## src/rtl/climate_pkg.sv

```systemverilog
// Shared widths, result codes and scheduler state encoding for the climate engine scheduler.
package climate_pkg;
  localparam int TEMP_W = 8;
  localparam int PRES_W = 11;
  localparam int COND_W = 3;
  localparam logic [COND_W-1:0] COND_TIMEOUT = 3'b111;

  typedef enum logic [1:0] {
    ST_IDLE,
    ST_ISSUE,
    ST_WAIT,
    ST_RESP
  } sched_state_e;
endpackage

```

## src/rtl/climate_rr_arbiter.sv

```systemverilog
// Round-robin arbiter: picks the first asserted request at or above ptr, wrapping at N_REQ.
module climate_rr_arbiter
  import climate_pkg::*;
#(
  parameter int  N_REQ = 4,
  localparam int IDW   = $clog2(N_REQ)
) (
  input  logic [N_REQ-1:0] req,
  input  logic [IDW-1:0]   ptr,
  output logic [N_REQ-1:0] grant,
  output logic [IDW-1:0]   grant_idx,
  output logic             grant_valid
);
  localparam int CW = IDW + 1;

  logic [CW-1:0] cand;

  // Walk offsets from farthest to nearest so the nearest hit overwrites the others.
  always_comb begin
    grant_idx   = '0;
    grant_valid = 1'b0;
    cand        = '0;
    for (int k = N_REQ - 1; k >= 0; k--) begin
      cand = {1'b0, ptr} + CW'(k);
      if (cand >= CW'(N_REQ)) begin
        cand = cand - CW'(N_REQ);
      end
      if (req[cand[IDW-1:0]]) begin
        grant_idx   = cand[IDW-1:0];
        grant_valid = 1'b1;
      end
    end
  end

  for (genvar gi = 0; gi < N_REQ; gi++) begin : g_onehot
    assign grant[gi] = grant_valid && (grant_idx == IDW'(gi));
  end
endmodule

```

## src/rtl/climate_engine_scheduler.sv

```systemverilog
// Shares one climate prediction engine between N_REQ requesters with round-robin arbitration.
// Optional engine watchdog is built in when CLIMATE_TIMEOUT_EN is defined.
module climate_engine_scheduler
  import climate_pkg::*;
#(
  parameter int  N_REQ       = 4,
  parameter int  TIMEOUT_CYC = 64,
  localparam int IDW         = $clog2(N_REQ)
) (
  input  logic                      clk,
  input  logic                      rst_n,
  input  logic [N_REQ-1:0]          req_valid,
  output logic [N_REQ-1:0]          req_ready,
  input  logic [N_REQ*TEMP_W-1:0]   req_temperature,
  input  logic [N_REQ*PRES_W-1:0]   req_pressure,
  output logic                      eng_start,
  output logic [TEMP_W-1:0]         eng_temperature,
  output logic [PRES_W-1:0]         eng_pressure,
  input  logic                      eng_done,
  input  logic [COND_W-1:0]         eng_condition,
  output logic                      rsp_valid,
  input  logic                      rsp_ready,
  output logic [COND_W-1:0]         rsp_condition,
  output logic [IDW-1:0]            rsp_id,
  output logic                      busy
);
  sched_state_e      state_q, state_d;
  logic [IDW-1:0]    ptr_q, ptr_d;
  logic [IDW-1:0]    id_q, id_d;
  logic [TEMP_W-1:0] temp_q, temp_d;
  logic [PRES_W-1:0] pres_q, pres_d;
  logic [COND_W-1:0] cond_q, cond_d;
  logic              eng_start_q, eng_start_d;
  logic              rsp_valid_q, rsp_valid_d;
  logic              busy_q, busy_d;

  logic [N_REQ-1:0]  grant;
  logic [IDW-1:0]    grant_idx;
  logic              grant_valid;
  logic              timed_out;

  climate_rr_arbiter #(.N_REQ(N_REQ)) u_arb (
    .req         (req_valid),
    .ptr         (ptr_q),
    .grant       (grant),
    .grant_idx   (grant_idx),
    .grant_valid (grant_valid)
  );

`ifdef CLIMATE_TIMEOUT_EN
  localparam int CNT_W = $clog2(TIMEOUT_CYC + 1);
  logic [CNT_W-1:0] cnt_q, cnt_d;

  always_comb begin
    cnt_d = '0;
    if (state_q == ST_WAIT && !eng_done) begin
      cnt_d = cnt_q + CNT_W'(1);
    end
  end

  assign timed_out = (state_q == ST_WAIT) && (cnt_q == CNT_W'(TIMEOUT_CYC - 1));
`else
  assign timed_out = 1'b0;
  // The watchdog limit has no effect when the watchdog is not built in.
  if (TIMEOUT_CYC < 1) begin : g_timeout_unused
  end
`endif

  always_comb begin
    state_d     = state_q;
    ptr_d       = ptr_q;
    id_d        = id_q;
    temp_d      = temp_q;
    pres_d      = pres_q;
    cond_d      = cond_q;
    eng_start_d = 1'b0;
    rsp_valid_d = rsp_valid_q;
    unique case (state_q)
      ST_IDLE: begin
        if (grant_valid) begin
          temp_d      = req_temperature[TEMP_W*grant_idx +: TEMP_W];
          pres_d      = req_pressure[PRES_W*grant_idx +: PRES_W];
          id_d        = grant_idx;
          ptr_d       = (grant_idx == IDW'(N_REQ - 1)) ? '0 : grant_idx + IDW'(1);
          eng_start_d = 1'b1;
          state_d     = ST_ISSUE;
        end
      end
      ST_ISSUE: state_d = ST_WAIT;
      ST_WAIT: begin
        // A real result wins over a watchdog expiry landing in the same cycle.
        if (eng_done) begin
          cond_d      = eng_condition;
          rsp_valid_d = 1'b1;
          state_d     = ST_RESP;
        end else if (timed_out) begin
          cond_d      = COND_TIMEOUT;
          rsp_valid_d = 1'b1;
          state_d     = ST_RESP;
        end
      end
      ST_RESP: begin
        if (rsp_ready) begin
          rsp_valid_d = 1'b0;
          state_d     = ST_IDLE;
        end
      end
      default: state_d = ST_IDLE;
    endcase
    busy_d = (state_d != ST_IDLE);
  end

  always_ff @(posedge clk or negedge rst_n) begin
    if (!rst_n) begin
      state_q     <= ST_IDLE;
      ptr_q       <= '0;
      id_q        <= '0;
      temp_q      <= '0;
      pres_q      <= '0;
      cond_q      <= '0;
      eng_start_q <= 1'b0;
      rsp_valid_q <= 1'b0;
      busy_q      <= 1'b0;
`ifdef CLIMATE_TIMEOUT_EN
      cnt_q       <= '0;
`endif
    end else begin
      state_q     <= state_d;
      ptr_q       <= ptr_d;
      id_q        <= id_d;
      temp_q      <= temp_d;
      pres_q      <= pres_d;
      cond_q      <= cond_d;
      eng_start_q <= eng_start_d;
      rsp_valid_q <= rsp_valid_d;
      busy_q      <= busy_d;
`ifdef CLIMATE_TIMEOUT_EN
      cnt_q       <= cnt_d;
`endif
    end
  end

  // Gated by rst_n so a pending request cannot show a grant while reset is held.
  assign req_ready       = (state_q == ST_IDLE && rst_n) ? grant : '0;
  assign eng_start       = eng_start_q;
  assign eng_temperature = temp_q;
  assign eng_pressure    = pres_q;
  assign rsp_valid       = rsp_valid_q;
  assign rsp_condition   = cond_q;
  assign rsp_id          = id_q;
  assign busy            = busy_q;
endmodule
```

## config.mk

```make
export PLATFORM = sky130hd
export DESIGN_NAME = climate_engine_scheduler
export DESIGN_NICKNAME = d
export VERILOG_FILES = /design/src/rtl/climate_pkg.sv /design/src/rtl/climate_rr_arbiter.sv /design/src/rtl/climate_engine_scheduler.sv
export SDC_FILE = /design/constraint.sdc
export NUM_CORES = 1
export LEC_CHECK = 0
export CAP_MARGIN = 20
export CELL_PAD_IN_SITES_DETAIL_PLACEMENT = 0
export CELL_PAD_IN_SITES_GLOBAL_PLACEMENT = 1
export CORE_UTILIZATION = 24
export DETAILED_ROUTE_END_ITERATION = 12
export PLACE_DENSITY_LB_ADDON = 0.05
export SYNTH_ARGS = -nofsm -noshare
export SYNTH_HDL_FRONTEND = slang
export SYNTH_SLANG_ARGS = --single-unit
```

## constraint.sdc

```tcl
create_clock -name clk -period 1.95 [get_ports clk]
set_input_delay 0.4875 -clock clk [delete_from_list [all_inputs] [get_ports clk]]
set_output_delay 0.4875 -clock clk [all_outputs]
set_load 0.005 [all_outputs]
```

==> flow_summary.ini <==
[grt]
overflow = 0
grt_use_total = 0.174
grt_pass1_wl_microns = 11200
antenna_found_initial = 0
grt_pass1_vias = 2149
grt_max_degree = 28

[synthesis]
synth_top_cells_by_area = dfrtp_1 41%, mux2_4 13%, a221o_1 10%
synthSimpleGateAreaFrac = 0.132
yosys_register_bits = 31
yosysTopAreaCellShare = 0.406
yosysMostFrequentCell = dfrtp_1
ys_async_sr_fraction = 1.00
synth-seq-area-share = 0.406
synth-compound-area-share = 0.235
synth.avg_cell_area_sq_um = 9.85
yosysWarnings = 0
synth_nets = 282
synth-edff-count = 0
synthesis.area_sq_um = 1910
ys.flop_type = dfrtp_1
synthCells = 194
synthTopCellsByCount = 31 x dfrtp_1, 21 x a21oi_1, 21 x o21ai_0
synthAdderAreaFrac = 0.00654
synthMuxAreaShare = 0.171
synth_top_family_by_area = compound AO/OA/AOI/OAI gates
synth-xor-area-share = 0
synth.largest_area_cell = dfrtp_1
yosysUniqueCellTypes = 31

[cts]
cts.sinks = 31
insertion_delay_ps = 290
cts_max_path_buffers = 2
clk_pin_slew_ps = 70
cts_buffers = 5
cts_tree = done
cts_root_buf = clkbuf_8
cts.htree.levels = 2

[sta]
setup_slack_ps = -229
rsz0062_at_grt = yes
clock.fmax_mhz = 459
final.setup.tns_ps = -1370
setup_viol = 23
drv_slew = 0
timing.slew.headroom = 0.699
worstMarginPinSlew_ps = 451
layout_min_cycle_time_ps = 2180
finalClockSkew_ps = 8.25
fin_crit_sh = 1.12
finalHoldViolCount = 0

[critical_path]
cp_cell_sequence = mux2i_2 > o22a_2 > nand2_4 > inv_4 > ha_4 > and3_4 > buf_6
critPathCaptureType = output port
crit_required_ps = 1460
cp.arrival_ps = 1690
max_stage_delay_ps = 450
cp-start-kind = register
critPathSlowestCell = dfrtp_2
path_class = register to output port
path_max_fanout = 4

[layout]
final-seq-area_sq_um = 777
layout-drive-gt1-share = 0.263
nNetsFinal = 426
area_growth_pct = 89.1
fill_cells = 739
final_cells = 441
antennaDiodeCount = 0
multi_input_area_sq_um = 1120

[power_and_ir_drop]
vdd_ir_drop_max_v = 0.000448
leakagePower_nw = 1.55
power.share.clock = 0.158
pwr-share-seq = 0.267
p_sw_frac = 0.329
combPwrFrac = 0.576
power.internal_mw = 2.83
p_sw_mw = 1.39
powerDensity_nw_per_um2 = 1170

[worst_hold_path]
hp-class = primary input to asynchronous set/reset pin

[route]
wl_per_cell_microns = 15.9
drt_iter0_drc = 51
drtPass1Iterations = 4
drt-total-wl_microns = 7020
drc = 0
ant_nets = 0
viasPerCell = 4.79
num_vias = 2111

[floorplan]
row_count = 32
top_level_ports = 118
start_util = 0.247
die_h_microns = 91.3
core_area_sq_um = 7730
dieWidth_microns = 91.3
die_area_sq_um = 8330

[placed_design]
port_buffers = 117
gp_congestion = 0.782
place_inst = 422
hpwl_microns = 4990
pre_cts_ws_ps = -925

[run]
drv_cap = 0

[run_status]
status = complete, but fails checks
violations = negative setup slack
## routing by layer
metal	up-vias	track usage	wire, microns
li1	1018	-	-
met3	5	0.0477	437
met2	72	0.296	3510
met1	1016	0.218	3010
met4	0	0.0397	60
met5	-	0	0
## area by class of cell
cell class,instances,share of cell area
Inverter,5,0.00588
Sequential cell,31,0.215
Clock buffer,6,0.0228
Timing Repair Buffer,151,0.403
Clock inverter,2,0.00969
Multi-Input combinational cell,144,0.309
Tap cell,102,0.0353
## flip-flops by register name (all words and copies together), names as in the netlist
| signal | flops |
|---|---|
| rsp_id | 2 |
| busy | 1 |
| eng_start | 1 |
| state_q | 2 |
| rsp_valid | 1 |
| ptr_q | 2 |
| eng_temperature | 8 |
| eng_pressure | 11 |
| rsp_condition | 3 |
## layout by cell type, fill, tap and decap left out, types with 3 or more instances in the layout
master and n:
buf_4 27, nand2_1 11, buf_2 7, nand3_1 20, mux2_2 5, nor2_1 4
dfrtp_1 30, o21ai_0 21, inv_1 3, a21oi_1 21, clkbuf_8 6, mux2_4 17
buf_12 4, clkdlybuf4s50_1 108, a221o_1 20
## per-stage QoR
stage,util,hold WS [ps],power [mW],instance area (sq um)
after detailed placement,0.435,297,3.40,3360
after CTS,0.465,208,4.23,3590
after global routing,0.468,229,4.51,3610
after floorplan,-,192,2.19,1920
after global placement,0.435,294,3.39,3360
final,0.468,213,4.22,3610
## kinds of logic after synthesis
family | count (synthesis)
AO/OA/AOI/OAI | 67
adder cells (fa/ha/maj) | 1
buffers and inverters | 19
flip-flops | 31
multiplexers | 24
AND/OR/NAND/NOR | 52
## final timing paths
check | start | depth (start not counted) | endpoint | slack [ps]
worst min-delay path | rst_n | 2 | eng_pressure[0]$_DFFE_PN0P_ | 210
max in group asynchronous | rst_n | 2 | eng_start$_DFF_PN0_ | 1270
worst max-delay path | ptr_q[1]$_DFFE_PN0P_ | 7 | req_ready[3] | -230
worst max register to register | ptr_q[1]$_DFFE_PN0P_ | 6 | eng_pressure[1]$_DFFE_PN0P_ | -90
worst min register to register | rsp_id[1]$_DFFE_PN0P_ | 2 | rsp_id[1]$_DFFE_PN0P_ | 480
min in group clk | rsp_id[1]$_DFFE_PN0P_ | 2 | rsp_id[1]$_DFFE_PN0P_ | 480
## critical path, delay by kind of cell (launching register included)
| family | cells | cell delay (ps) |
|---|---|---|
| multiplexers | 1 | 170 |
| AO/OA/AOI/OAI | 1 | 270 |
| adder cells (fa/ha/maj) | 1 | 150 |
| AND/OR/NAND/NOR | 2 | 230 |
| buffers and inverters | 2 | 160 |
| flip-flops | 1 | 450 |
## power by group through the flow
stage / logic (mW) / clock network (mW) / registers, mW
detailed placement: 2.27 / 0 / 1.13
global placement: 2.26 / 0 / 1.13
floorplan: 1.05 / 0 / 1.15
finish: 2.43 / 0.665 / 1.13
global route: 2.64 / 0.712 / 1.16
CTS: 2.42 / 0.685 / 1.13
## repair_timing
action                     4_1_cts  5_1_grt
pin swaps                        8       11
buffers inserted                 8        3
resized for setup               44        8
hold buffers                     1        0
setup endpoints to repair       24       23
hold endpoints to repair         1        0
Note: power is estimated with default switching activity, not from simulation.
==> variant: new RTL, same flow settings <==
Take the reset off `pres_q` and load it in a clocked block of its own.
--- a/src/rtl/climate_engine_scheduler.sv
+++ b/src/rtl/climate_engine_scheduler.sv
@@ -116,7 +116,6 @@
       ptr_q       <= '0;
       id_q        <= '0;
       temp_q      <= '0;
-      pres_q      <= '0;
       cond_q      <= '0;
       eng_start_q <= 1'b0;
       rsp_valid_q <= 1'b0;
@@ -129,7 +128,6 @@
       ptr_q       <= ptr_d;
       id_q        <= id_d;
       temp_q      <= temp_d;
-      pres_q      <= pres_d;
       cond_q      <= cond_d;
       eng_start_q <= eng_start_d;
       rsp_valid_q <= rsp_valid_d;
@@ -138,6 +136,10 @@
       cnt_q       <= cnt_d;
 `endif
     end
+  end
+
+  always_ff @(posedge clk) begin
+    pres_q <= pres_d;
   end
 
   // Gated by rst_n so a pending request cannot show a grant while reset is held.
Behaviour: not the same (a bounded check fails within 4 cycles, from zero or initial values and one cycle with rst_n low).
==> variant against the unedited design <==
The run still ends with setup timing left. Sequential cell count unchanged. Wire length shrank 2.9%. Total power shrank 4.0%. Utilization grew 0.68 points. Clock skew is 0.00091 ns lower. Cell area up 0.93%. Worst setup slack got worse by 0.058 ns. Area after synthesis decreased by 0.59%. Critical path depth rose by 2. Combinational power down 5%. Via count increased by 0.66%.
==> variant: results (changes against the unedited design) <==
stage	metric	value	unit	change
outcome	status	finished with violations		
outcome	violated checks	setup timing		
sta	final worst clock skew	0.00735	ns	-0.000908 ns
synth	post-synthesis sequential area ratio	43.7	%	+3.1 points
critical_path	Critical Path Max Stage Delay	0.50	ns	+0.05 ns
place	Setup WS pre-CTS	-0.974	ns	-0.0493 ns
global_routing	GRT Total Usage	16.8	%	-0.54 points
cells_and_area	fillers	775		+4.9%
critical_path	Slowest-stage cell, CP	or4_4		
cells_and_area	Clock buf/inv share	3.09	%	-0.17 points
critical_path	Crit Path Max Fanout	3		-1
cells_and_area	Non-clk invs	6		+1
drt	WL final	6810	µm	-2.9%
critical_path	FF-to-FF path depth	7		+1
drt	initial drt markers	66		+29%
synth	synth unique cells	35		+13%
synth	Post-synth EDFFs	11		+11
critical_path	Worst EP arrival	1.75	ns	+0.06 ns
synth	Synth async-reset ratio	64.5	%	-35 points
cells_and_area	layout cells sized above 1	23.5	%	-2.8 points
power	power per cell area	1110	mW/mm²	-4.9%
global_routing	vias in the first global route	2256		+5.0%
hold_path	Hold Crit Depth	2		
place	placed wire-length estimate	5000	µm	+0.32%
global_routing	largest net degree at the start of global routing	32		+14%
critical_path	Reg-to-Reg End	eng_pressure[2]		
cells_and_area	layout buffer count excluding clock buffers	149		-1.3%
synth	Syn Area/Cell	9.18	µm²	-6.8%
critical_path	R2R setup slack	0.08	ns	+0.17 ns
cells_and_area	# clk buffers	7		+1
cells_and_area	Seq area share	22.8	%	+1.3 points
cells_and_area	Layout non-clock buf frac	39.2	%	-1.0 points
global_routing	first-pass GRT wire length	11100	µm	-0.38%
synth	Mapped Nets	295		+4.6%
sta	Setup-failing EPs final	4		-83%
sta	relative slew slack	80.9	%	+11 points
cells_and_area	nets	436		+2.3%
hold_path	worst hold path type	flip-flop to flip-flop		
cells_and_area	final cell count without fillers	451		+2.3%
power	Pleak	1.51	nW	-2.7%
sta	setup TNS	-1.08	ns	+0.288 ns
cells_and_area	area of the multi-input gates	0.00111	mm²	-0.22%
place	instance area after placement	0.00337	mm²	+0.48%
cells_and_area	Multi-In Gates	155		+7.6%
synth	top post-synthesis cells by count	nand2_1 (36), and3_1 (21), dfrtp_1 (20)		
synth	leading cell types by total area after synthesis	dfrtp_1 (26%), edfxtp_1 (17%), nand2_1 (7.1%)		
power	Worst VDD drop	0.000404	V	-9.9%
drt	Vias per Instance	4.71		-1.6%
sta	final setup margin	-0.287	ns	-0.0577 ns
variant: cell types whose count changed in the layout (fill, tap and decap cells not counted), sizes merged, moves of 12 or more:
cell / delta
mux2: -19
a221o: -20
and3: +19
nand2: +23
a21oi: -19
nand3: -12
variant: what timing repair did:
action                                  4_1_cts  5_1_grt
setup buffers                                 7        2
endpoints found under the setup margin       26       23
hold buffers                                  0        0
pin swaps                                     5        5
resized for setup                            50       17
variant: worst max-delay path by stage:
stage	from	end	slack (ns)	cells past startpoint
2_1_floorplan	req_valid[2]	req_ready[3]	-0.24	5
3_3_place_gp	req_valid[1]	req_ready[3]	-0.94	8
3_5_place_dp	req_valid[1]	req_ready[3]	-0.97	8
4_1_cts	req_valid[1]	req_ready[2]	-0.29	9
5_1_grt	ptr_q[1]	req_ready[2]	-0.35	7
6_report	req_valid[1]	req_ready[2]	-0.29	9
variant: cell families (layout without fill, tap and decap cells):
logic type                 after synthesis  after routing  share of synthesized area [%]
DFF                                     31             31                           43.7
and+or+nand+nor                         87             87                           22.9
AOI/OAI and AO/OA                       54             54                           20.7
adders and majority gates                1              1                          0.658
buffers and inverters                   21            163                           4.94
muxes                                   13             13                           7.04
variant: layer usage:
metal / vias up / track usage [%] / wire (µm)
met1: 980 / 21.4 / 3100
met5: - / 0 / 0
met3: 2 / 3.94 / 423
met2: 84 / 29.2 / 3260
li1: 1059 / - / -
met4: 0 / 3.17 / 29
variant: power by group:
group	switching (mW)	leakage, nW	internal, mW
registers	0.137	0.341	0.989
clock network	0.248	0.0594	0.362
logic	1.04	1.11	1.27
total	1.43	1.51	2.62
variant: worst max-delay path, delay by kind of cell:
kind	cells	cell delay [ns]
buffers and inverters	5	0.54
AND/OR/NAND/NOR	4	0.71
